`src/rtl/seq_divider.sv`:
```
// Multi-cycle radix-2 restoring divider for DIV/DIVU, returning {remainder, quotient}.
// Holds div_stall_request until the result is ready in the END state.
module seq_divider #(
    parameter int                     DATA_WIDTH  = 32,
    parameter int                     FUNCT_WIDTH = 6,
    parameter logic [FUNCT_WIDTH-1:0] FUNCT_DIV   = 6'b011010,
    parameter logic [FUNCT_WIDTH-1:0] FUNCT_DIVU  = 6'b011011
) (
    input  logic                      clk,
    input  logic                      rst,
    input  logic [FUNCT_WIDTH-1:0]    funct,
    input  logic [DATA_WIDTH-1:0]     operand_1,
    input  logic [DATA_WIDTH-1:0]     operand_2,
    input  logic                      cancel_div,
    output logic                      div_stall_request,
    output logic [2*DATA_WIDTH-1:0]   result_div
);

    localparam int CNT_W = $clog2(DATA_WIDTH);
    localparam logic [CNT_W-1:0] LAST_ITER = CNT_W'(DATA_WIDTH - 1);

    typedef enum logic [1:0] {S_IDLE, S_BYZERO, S_ON, S_END} state_t;

    state_t                  state, state_next;
    logic [CNT_W-1:0]        cnt;
    logic [DATA_WIDTH-1:0]   divisor;
    logic [DATA_WIDTH-1:0]   partial_rem;
    logic [DATA_WIDTH-1:0]   dq;          // dividend bits shift out the top, quotient bits shift in the bottom
    logic                    sign_q, sign_r;

    logic                    is_div, op_signed;
    logic [DATA_WIDTH:0]     rem_s;
    logic [DATA_WIDTH-1:0]   trial;
    logic                    borrow;
    logic [DATA_WIDTH-1:0]   rem_nx, quo_nx;

    function automatic logic [DATA_WIDTH-1:0] neg_if(input logic neg, input logic [DATA_WIDTH-1:0] v);
        return neg ? (~v + 1'b1) : v;
    endfunction

    function automatic logic [DATA_WIDTH-1:0] magnitude(input logic is_signed, input logic [DATA_WIDTH-1:0] v);
        return neg_if(is_signed & v[DATA_WIDTH-1], v);
    endfunction

    always_comb begin
        is_div     = (funct == FUNCT_DIV) || (funct == FUNCT_DIVU);
        op_signed  = (funct == FUNCT_DIV);
        state_next = state;
        div_stall_request = 1'b0;

        // One restoring step: the shifted partial remainder needs DATA_WIDTH+1 bits.
        rem_s  = {partial_rem, dq[DATA_WIDTH-1]};
        borrow = (rem_s < {1'b0, divisor});
        trial  = rem_s[DATA_WIDTH-1:0] - divisor;
        rem_nx = borrow ? rem_s[DATA_WIDTH-1:0] : trial;
        quo_nx = {dq[DATA_WIDTH-2:0], ~borrow};

        case (state)
            S_IDLE: begin
                div_stall_request = is_div && !cancel_div;
                if (is_div && !cancel_div)
                    state_next = (operand_2 == '0) ? S_BYZERO : S_ON;
            end
            S_BYZERO: begin
                div_stall_request = !cancel_div;
                state_next = cancel_div ? S_IDLE : S_END;
            end
            S_ON: begin
                div_stall_request = !cancel_div;
                if (cancel_div)
                    state_next = S_IDLE;
                else if (cnt == LAST_ITER)
                    state_next = S_END;
            end
            S_END: begin
                state_next = S_IDLE;
            end
            default: state_next = S_IDLE;
        endcase
    end

    always_ff @(posedge clk) begin
        if (rst) begin
            state       <= S_IDLE;
            cnt         <= '0;
            divisor     <= '0;
            partial_rem <= '0;
            dq          <= '0;
            sign_q      <= 1'b0;
            sign_r      <= 1'b0;
            result_div  <= '0;
        end else begin
            state <= state_next;
            case (state)
                S_IDLE: begin
                    if (is_div && !cancel_div) begin
                        divisor     <= magnitude(op_signed, operand_2);
                        dq          <= magnitude(op_signed, operand_1);
                        partial_rem <= '0;
                        cnt         <= '0;
                        sign_q      <= op_signed & (operand_1[DATA_WIDTH-1] ^ operand_2[DATA_WIDTH-1]);
                        sign_r      <= op_signed & operand_1[DATA_WIDTH-1];
                    end
                end
                S_ON: begin
                    if (!cancel_div) begin
                        partial_rem <= rem_nx;
                        dq          <= quo_nx;
                        cnt         <= cnt + 1'b1;
                        if (cnt == LAST_ITER)
                            result_div <= {neg_if(sign_r, rem_nx), neg_if(sign_q, quo_nx)};
                    end
                end
                S_BYZERO: begin
                    if (!cancel_div)
                        result_div <= '0;
                end
                default: ;
            endcase
        end
    end

endmodule
```
`config.mk`:
```
export PLATFORM = sky130hd
export DESIGN_NAME = seq_divider
export DESIGN_NICKNAME = d
export VERILOG_FILES = /design/src/rtl/seq_divider.sv
export SDC_FILE = /design/constraint.sdc
export NUM_CORES = 1
export LEC_CHECK = 0
export BUFFER_PORTS_ARGS = -buffer_cell sky130_fd_sc_hd__buf_4
export CAP_MARGIN = 30
export CORE_UTILIZATION = 53
export CTS_BUF_LIST = sky130_fd_sc_hd__clkbuf_2
export CTS_CLUSTER_DIAMETER = 30
export DETAILED_ROUTE_END_ITERATION = 8
export PLACE_DENSITY = 0.82
export SLEW_MARGIN = 20
export SYNTH_ARGS = -nofsm -noshare
export SYNTH_HDL_FRONTEND = slang
export SYNTH_SLANG_ARGS = --single-unit
```
`constraint.sdc`:
```
create_clock -name clk -period 7.7 [get_ports clk]
set_input_delay 1.54 -clock clk [delete_from_list [all_inputs] [get_ports clk]]
set_output_delay 1.54 -clock clk [all_outputs]
set_load 0.01 [all_outputs]
```
==> results of run 1 <==
worst reg2reg max path, stage by stage (launching register included):
cell	delay (ns)
dfxtp_1	0.53
ha_1	0.35
a21oi_1	0.29
a21oi_1	0.21
o31a_4	0.40
or2_2	0.36
o21ai_0	0.30
ha_1	0.25
or3b_2	0.50
or4_1	0.44
nor3_1	0.25
nand2_1	0.09
nor3_1	0.15
a41oi_1	0.12
a2111oi_1	0.51
nand4_1	0.19
o21ai_1	0.18
xnor2_1	0.13
o21ai_1	0.07
logic make-up (layout without fill, tap and decap cells):
group | count (synthesis) | count (layout)
AOI/OAI and AO/OA | 464 | 464
xor gates and xnor gates | 129 | 129
adders and majority gates | 44 | 44
buffers and inverters | 153 | 234
DFF | 169 | 169
muxes | 14 | 14
other | 0 | 1
and+or+nand+nor | 612 | 612
metrics by stage:
step | utilization, % | setup slack [ns] | hold WS, ns | instances
global route | 61.0 | 1.74 | 0.493 | 1942
global placement | 59.7 | 2.56 | 0.440 | 1907
finish | 61.0 | 2.31 | 0.468 | 1942
detailed placement | 59.8 | 2.42 | 0.446 | 1909
floorplan | - | 2.29 | 0.432 | 1585
CTS | 61.0 | 2.34 | 0.475 | 1941
cells in the mapped netlist (5+ instances only):
| master | instances |
|---|---|
| o41ai_1 | 10 |
| and2_1 | 10 |
| nand2_1 | 206 |
| ha_1 | 43 |
| nor2b_1 | 9 |
| clkbuf_1 | 74 |
| a21o_1 | 12 |
| o21ai_0 | 108 |
| nand4_1 | 15 |
| mux2i_1 | 9 |
| nand2b_1 | 10 |
| o31ai_1 | 21 |
| a211oi_1 | 24 |
| nor4_1 | 13 |
| a21oi_1 | 126 |
| or3_1 | 28 |
| buf_1 | 6 |
| nor3_1 | 46 |
| dfxtp_1 | 169 |
| inv_1 | 51 |
| xnor2_1 | 74 |
| a41oi_1 | 5 |
| o211ai_1 | 11 |
| a31oi_1 | 9 |
| xor2_1 | 55 |
| a22oi_1 | 60 |
| buf_2 | 14 |
| or4_1 | 13 |
| o21ai_1 | 11 |
| and3_1 | 10 |
| nor2_1 | 217 |
| a311oi_1 | 10 |
| nand3_1 | 9 |
state kept, by name (all words and copies together) (netlist names):
| signal | count |
|---|---|
| cnt | 5 |
| divisor | 32 |
| dq | 32 |
| partial_rem | 32 |
| result_div | 64 |
| sign_q | 1 |
| sign_r | 1 |
| state | 2 |
worst paths after layout:
check | start | end | cells after the start
worst max register to register | partial_rem[3]$_SDFFE_PP0P_ | result_div[58]$_SDFFE_PP0P_ | 18
worst min-delay path | result_div[62]$_SDFFE_PP0P_ | result_div[62]$_SDFFE_PP0P_ | 2
worst max-delay path | partial_rem[3]$_SDFFE_PP0P_ | result_div[58]$_SDFFE_PP0P_ | 18
worst min register to register | result_div[62]$_SDFFE_PP0P_ | result_div[62]$_SDFFE_PP0P_ | 2
power breakdown:
group	internal, uW	total (uW)	leakage (uW)	switching (uW)
combinational	547	1570	0.00354	1030
sequential	908	942	0.00136	33.8
clock	189	525	0.000157	336
cell type report:
type                            instances  area [um^2]
Timing Repair Buffer                  150         1140
Tap cell                              275          344
Antenna cell                            1         2.50
Fill cell                            1965         8290
Multi-Input combinational cell       1263         7670
Clock inverter                         13          170
Sequential cell                       169         3380
Inverter                               52          195
Clock buffer                           19         95.1
layer usage:
layer	part of all wire, %	wire [um]	vias up	GRT usage, %
met5	0	0	-	0
met3	7.4	2550	69	5.09
met4	2.7	925	0	9.19
met1	45	15300	5532	42.4
li1	-	-	5800	-
met2	45	15500	468	48.2
==> impl_metrics.ini, run 1 <==
[worst_setup_path]
cp_max_fo = 9
path_cells = ha_1, a21oi_1, a21oi_1, o31a_4, or2_2, o21ai_0, ha_1, or3b_2, or4_1, nor3_1, nand2_1, nor3_1, a41oi_1, a2111oi_1, nand4_1, o21ai_1, xnor2_1, o21ai_1
crit_type = register to register
crit_path_top_delay_cell = dfxtp_1
reg2reg_slack_ns = 2.31
cp_slowest_stage_delay_ns = 0.53
crit_arrival_ns = 6.08
cp_top_family = compound AO/OA/AOI/OAI gates
end_kind = register
crit_buf_inv = 0
critPathLaunchType = register
required_ns = 8.39

[hold_path]
hp-class = register to register

[yosys]
synth_area_leaders = dfxtp_1, nor2_1, nand2_1
avgSynthCellArea_um2 = 7.36
synth_seq_cells = 169
synth-main-ff-cell = dfxtp_1
synth.area.mux_share_pct = 1.29
ys_async_sr_fraction_pct = 0
postSynthCellCount = 1585
yosysTopAreaCell = dfxtp_1
netlist_area_um2 = 11700
synth_fp_nets = 1702
synth_top_family_by_area = compound AO/OA/AOI/OAI gates
synth_cell_types = 84
synth_top_area_share_pct = 29.0
synth-simple-area-share_pct = 23.7
synthAdderAreaFrac_pct = 4.78
ys_warn_count = 0
synth-edff-count = 0
yosysSeqAreaShare_pct = 29.0
synth_compound_area_share_pct = 26.1
synth-xor-area-share_pct = 9.69

[placement]
gp_congestion = 0.937
hpwl_um = 26300
portBuffers = 137
dpl_cell_area_um2 = 12700

[clock_tree]
cts_resized = 0
cts_tree = yes
path_clk_slew_ns = 0.26
cts_max_level = 4
clk_latency_ns = 0.78
cts_buffers = 17
cts_sinks = 169
cts_hold_buf = 0
cts_setup_buffers = 0
clock_path_buffers = 2
root_buffer = clkbuf_2

[route]
vias = 11900
dr.first_iter.drc_count = 1124
wl_per_cell_um = 17.6
route.detailed.drc = 0
wirelength_um = 34300
drt.antenna.violating_nets = 0
first_pass_iters = 6
avgViaCountPerCell = 6.11

[sta]
clock.fmax_mhz = 186
rsz0062_at_grt = no
finalSetupViolCount = 0
final-hold-violation-count = 0
fin_setup_tns_ns = 0
fin_skew_ns = 0.0396
worstMarginPinSlew_ns = 0.939
period_minus_slack_ns = 5.39
slew_headroom_pct = 37.4
drv_slew = 0
fin_crit_sh_pct = 70.0

[global_routing]
grtUsageTotal_pct = 30.6
grt_max_degree = 89
antenna_found_initial = 1
grt_pass1_wl_um = 54600
grt_pass1_vias = 10500
grt_overflow = 0

[run]
maxCapViolations = 0

[floorplan]
core.rowCount = 53
core_um2 = 21300
ios = 138
initial_utilization_pct = 54.8
die_w_um = 150
die-area_um2 = 22600
die_y_um = 150

[cells_and_area]
final_common_cell = nor2_1
final_nets = 1770
mostFrequentLayoutCells = nor2_1, nand2_1, dfxtp_1
area_delta_synth_final_pct = 11.4
design_area_um2 = 13000
layout-drive-gt1-share_pct = 13.3

[power]
leakage_uw = 0.00506
ir_worst_vdd_v = 0.000218
p_total_uw = 3040
p_per_area_nw_per_um2 = 234

[run_status]
status = finished, final reports clean
Power figures use the tool's default switching activity.
==> run 2, diff against run 1 <==
--- a/config.mk
+++ b/config.mk
@@ -11,7 +11,7 @@
 export CTS_BUF_LIST = sky130_fd_sc_hd__clkbuf_2
 export CTS_CLUSTER_DIAMETER = 30
 export DETAILED_ROUTE_END_ITERATION = 8
-export PLACE_DENSITY = 0.82
+export PLACE_DENSITY = 0.84
 export SLEW_MARGIN = 20
 export SYNTH_ARGS = -nofsm -noshare
 export SYNTH_HDL_FRONTEND = slang
==> constraint.sdc (replaced) <==
create_clock -name clk -period 4.7 [get_ports clk]
set_input_delay 0.94 -clock clk [delete_from_list [all_inputs] [get_ports clk]]
set_output_delay 0.94 -clock clk [all_outputs]
set_load 0.01 [all_outputs]
==> impl_metrics.ini, run 2 (same netlist as run 1, synthesis figures left out) <==
[cells_and_area]
post-route-util_pct = 64.9
final_common_cell = nor2_1
mostFrequentLayoutCells = nor2_1, buf_4, nand2_1
largest_reg_flops = 64
design_area_um2 = 13800
layout.cells.non_filler = 2002
largest_register = result_div
layout-drive-gt1-share_pct = 20.0
final_nets = 1830
area_delta_synth_final_pct = 18.4

[power]
leakage_uw = 0.00539
pwr-share-comb_pct = 55.3
clkPwrFrac_pct = 15.8
p_per_area_nw_per_um2 = 386
power_switching_uw = 2520
ir_worst_vdd_v = 0.000318
p_sw_share_pct = 47.2
pwr-share-seq_pct = 28.9
p_int_uw = 2820

[run]
maxCapViolations = 0

[clock_tree]
root_buffer = clkbuf_2
clk_latency_ns = 0.78
cts_hold_buf = 0
cts_sinks = 169
cts_buffers = 17
cts_tree = yes
cts_max_level = 4
clock_path_buffers = 2
path_clk_slew_ns = 0.28

[route]
route.detailed.drc = 0
drt.antenna.violating_nets = 0
first_pass_iters = 8
dr.first_iter.drc_count = 1092
wirelength_um = 36200
vias = 12200
wl_met1_um = 16200
dr.max_layer_used = met4
avgViaCountPerCell = 6.12
wl_per_cell_um = 18.1
met2_length_um = 16400
wl_met3_um = 2670

[sta]
fin_crit_sh_pct = 94.9
period_minus_slack_ns = 4.46
clock.fmax_mhz = 224
finalSetupViolCount = 0
slew_headroom_pct = 32.7
final-hold-violation-count = 0
drv_slew = 0
fin_skew_ns = 0.0646
worstMarginPinSlew_ns = 1.01

[placement]
portBuffers = 137
gp_congestion = 0.993
place_inst = 1965
hpwl_um = 27700
dpl_cell_area_um2 = 13300

[floorplan]
die-area_um2 = 22600
ios = 138
core_um2 = 21300
die_w_um = 150
die_y_um = 150
initial_utilization_pct = 54.8
core.rowCount = 53

[worst_setup_path]
end_kind = register
reg2reg_from = divisor[2]$_SDFFE_PP0P_
crit_type = register to register
crit_arrival_ns = 5.15
cp_max_fo = 8
required_ns = 5.39
rr_worst_depth = 22
r2r_end = result_div[58]$_SDFFE_PP0P_
reg2reg_slack_ns = 0.24
critPathLaunchType = register

[run_status]
status = finished, final reports clean

[hold_path]
worstHoldPathCells = 3
hold_start = operand_2[0]
worstHoldEndpoint = divisor[0]$_SDFFE_PP0P_
hp-class = input pin to register

[global_routing]
grtUsageTotal_pct = 32.3
grt_pass1_wl_um = 58100
antenna_found_initial = 1
grt_overflow = 0
grt_max_degree = 91
grt_pass1_vias = 11200
==> run 2: cell count changes in the layout (fill, tap and decap cells not counted), sizes merged <==
cell | previous run | this run
inv | 55 | 59
clkbuf | 19 | 17
clkinv | 5 | 4
bufinv | 3 | 1
clkinvlp | 2 | 3
buf | 150 | 210
==> run 2: critical path, cell delays in order, from the launching register on <==
cell and delay (ns):
dfxtp_2 0.40, inv_1 0.06, ha_4 0.27, a21oi_4 0.15, a21o_1 0.21, a21oi_2 0.10
o31a_4 0.34, or2_4 0.29, nor2_2 0.11, a21oi_2 0.04, inv_1 0.06, ha_2 0.16
or3b_4 0.39, or4_4 0.44, nor3_4 0.14, nand2_1 0.09, nor3_2 0.13, a41oi_2 0.10
a2111oi_4 0.32, nand4_1 0.20, o21ai_2 0.19, xnor2_1 0.12, o21ai_1 0.07
==> run 2: cell type report <==
cell class                      count  area, um^2
Multi-Input combinational cell   1263        8000
Fill cell                        1855        7470
Sequential cell                   169        3410
Timing Repair Buffer              210        1600
Tap cell                          275         344
Inverter                           52         195
Clock inverter                     15         181
Clock buffer                       17        85.1
Antenna cell                        1        2.50
==> run 2: power by group through the flow <==
stage	logic [uW]	registers [uW]	clock network, uW
2_1_floorplan	2120	1560	0
3_3_place_gp	2780	1560	0
3_5_place_dp	2810	1570	0
4_1_cts	2860	1540	847
5_1_grt	3210	1550	912
6_report	2950	1540	842
==> run 2: timing repair <==
action                                  CTS  global route
endpoints found under the setup margin    4             9
pin swaps                                 2            13
hold endpoints to repair                  0             0
resized for setup                         3            53
buffers inserted                          0             3
==> run 2: worst max-delay path by stage <==
stage | startpoint | endpoint | slack, ns
finish | divisor[2]$_SDFFE_PP0P_ | result_div[58]$_SDFFE_PP0P_ | 0.24
global route | divisor[1]$_SDFFE_PP0P_ | result_div[58]$_SDFFE_PP0P_ | -0.01
CTS | divisor[20]$_SDFFE_PP0P_ | result_div[58]$_SDFFE_PP0P_ | 0.03
detailed placement | divisor[20]$_SDFFE_PP0P_ | result_div[58]$_SDFFE_PP0P_ | -0.03
global placement | divisor[23]$_SDFFE_PP0P_ | result_div[58]$_SDFFE_PP0P_ | 0.1
floorplan | divisor[12]$_SDFFE_PP0P_ | result_div[60]$_SDFFE_PP0P_ | -0.26
==> run 2: per-layer routing <==
layer / vias to the layer above / global-route usage [%]
met5: - / 0
met4: 0 / 10.2
met3: 61 / 5.48
met2: 531 / 51.2
met1: 5761 / 44.5
li1: 5893 / -
==> run 2: stage by stage <==
step | total power (uW) | setup TNS [ns] | setup slack [ns] | hold WS [ns]
after floorplan | 3680 | -1.58 | -0.262 | 0.432
after global placement | 4340 | 0 | 0.0988 | 0.436
after detailed placement | 4370 | -0.0340 | -0.0340 | 0.446
after CTS | 5240 | 0 | 0.0271 | 0.377
after global routing | 5670 | -0.0147 | -0.0147 | 0.342
final | 5340 | 0 | 0.241 | 0.417
==> run 3, diff against run 2 <==
--- a/config.mk
+++ b/config.mk
@@ -7,11 +7,11 @@
 export LEC_CHECK = 0
 export BUFFER_PORTS_ARGS = -buffer_cell sky130_fd_sc_hd__buf_4
 export CAP_MARGIN = 30
-export CORE_UTILIZATION = 53
+export CORE_UTILIZATION = 50
 export CTS_BUF_LIST = sky130_fd_sc_hd__clkbuf_2
 export CTS_CLUSTER_DIAMETER = 30
 export DETAILED_ROUTE_END_ITERATION = 8
-export PLACE_DENSITY = 0.84
+export PLACE_DENSITY = 0.81
 export SLEW_MARGIN = 20
 export SYNTH_ARGS = -nofsm -noshare
 export SYNTH_HDL_FRONTEND = slang
==> impl_metrics.ini, run 3 (same netlist as run 1, synthesis figures left out) <==
[sta]
setup_slack_ns = 0.262
fin_crit_sh_pct = 94.4
period_minus_slack_ns = 4.44
drv_slew = 0
slew_headroom_pct = 42.4
finalSetupViolCount = 0
fin_skew_ns = 0.0330
fin_setup_tns_ns = 0
worstMarginPinSlew_ns = 0.864
final-hold-violation-count = 0
rsz0062_at_grt = yes
clock.fmax_mhz = 225

[placement]
dpl_cell_area_um2 = 13300
place_ws_ns = 0.000886
portBuffers = 137
gp_congestion = 0.983
place_inst = 2004
hpwl_um = 27900

[clock_tree]
clk_latency_ns = 0.79
cts_hold_buf = 0
clock_path_buffers = 2
cts_sinks = 169
cts_max_level = 4
cts_buffers = 17
root_buffer = clkbuf_2
path_clk_slew_ns = 0.27
cts_tree = yes

[floorplan]
core_um2 = 22800
die_w_um = 155
die_y_um = 155
ios = 138
core.rowCount = 55
die-area_um2 = 23900
initial_utilization_pct = 51.2

[global_routing]
grtUsageTotal_pct = 30.1
grt_pass1_vias = 10900
grt_pass1_wl_um = 57200
grt_max_degree = 80
antenna_found_initial = 1
grt_overflow = 0

[cells_and_area]
final_nets = 1832
largest_reg_flops = 64
regArea_um2 = 3410
final_common_cell = nor2_1
fillers = 2055
largest_register = result_div
mostFrequentLayoutCells = nor2_1, buf_4, nand2_1
multi_input_area_um2 = 7950
layout.cells.non_filler = 2042
layout-drive-gt1-share_pct = 19.8
design_area_um2 = 13800
area_delta_synth_final_pct = 18.2

[run]
maxCapViolations = 0

[route]
avgViaCountPerCell = 5.94
route.detailed.drc = 0
vias = 12100
dr.first_iter.drc_count = 1138
wirelength_um = 36300
first_pass_iters = 6
drt.antenna.violating_nets = 0
wl_per_cell_um = 17.8

[worst_setup_path]
rr_worst_depth = 21
critPathLaunchType = register
crit_type = register to register
cp_max_fo = 8
required_ns = 5.37
crit_arrival_ns = 5.11
end_kind = register

[power]
leakage_uw = 0.00539
ir_worst_vdd_v = 0.000264
p_total_uw = 5250
p_per_area_nw_per_um2 = 381

[hold_path]
hp-class = input pin to register
worstHoldPathCells = 3

[run_status]
status = finished, final reports clean
run 3: worst max-delay path, stage by stage (launching register included):
cell and delay (ns):
dfxtp_2 0.41, ha_1 0.31, buf_4 0.15, nand4_1 0.12, nor4_2 0.28, o2111a_1 0.25
o31a_4 0.15, or2_4 0.19, a21oi_2 0.08, inv_1 0.10, ha_4 0.14, or3b_4 0.38
or4_4 0.44, nor3_4 0.14, nand2_1 0.08, nor3_2 0.15, a41oi_2 0.11, a2111oi_4 0.30
nand4_1 0.16, o21ai_1 0.19, xnor2_1 0.13, o21ai_1 0.07
run 3: worst paths after layout:
kind                           startpoint                           to  slack [ns]
min reg2reg   result_div[63]$_SDFFE_PP0P_  result_div[63]$_SDFFE_PP0P_        0.47
max reg2reg  partial_rem[17]$_SDFFE_PP0P_  result_div[58]$_SDFFE_PP0P_        0.26
max          partial_rem[17]$_SDFFE_PP0P_  result_div[58]$_SDFFE_PP0P_        0.26
min                          operand_2[0]      divisor[0]$_SDFFE_PP0P_        0.42
run 3: power by group:
part | internal (uW) | leakage [uW] | total, uW | switching [uW]
sequential | 1490 | 0.00137 | 1550 | 57.2
clock | 161 | 0.000132 | 734 | 573
combinational | 1110 | 0.00389 | 2970 | 1860
total | 2760 | 0.00539 | 5250 | 2490
run 3: metal layers:
| layer | part of all wire (%) | wire length [um] | global-route usage, % | up-vias |
|---|---|---|---|---|
| met2 | 44 | 15900 | 46.0 | 502 |
| met1 | 45 | 16400 | 41.8 | 5651 |
| met5 | 0 | 0 | 0 | - |
| met3 | 7.8 | 2820 | 5.69 | 78 |
| li1 | - | - | - | 5903 |
| met4 | 3.2 | 1170 | 11.6 | 0 |
run 3: per-stage QoR:
stage	hold WS, ns	util [%]
after global routing	0.406	60.5
after global placement	0.439	58.6
final	0.418	60.5
after floorplan	0.432	-
after CTS	0.378	59.6
after detailed placement	0.443	58.6
run 3: final cells by class:
class | instances | share of cell area (%)
antenna | 1 | 0.0182
clock buffer | 19 | 0.690
clock inverter | 13 | 0.808
inverter | 52 | 1.42
multi-input combinational | 1263 | 57.7
sequential | 169 | 24.7
tap | 313 | 2.84
timing repair buffer | 212 | 11.8
run 3: what timing repair did:
action	CTS	global route
endpoints found under the setup margin	2	12
pin swaps	1	10
buffers inserted	0	5
gates resized for setup	7	43
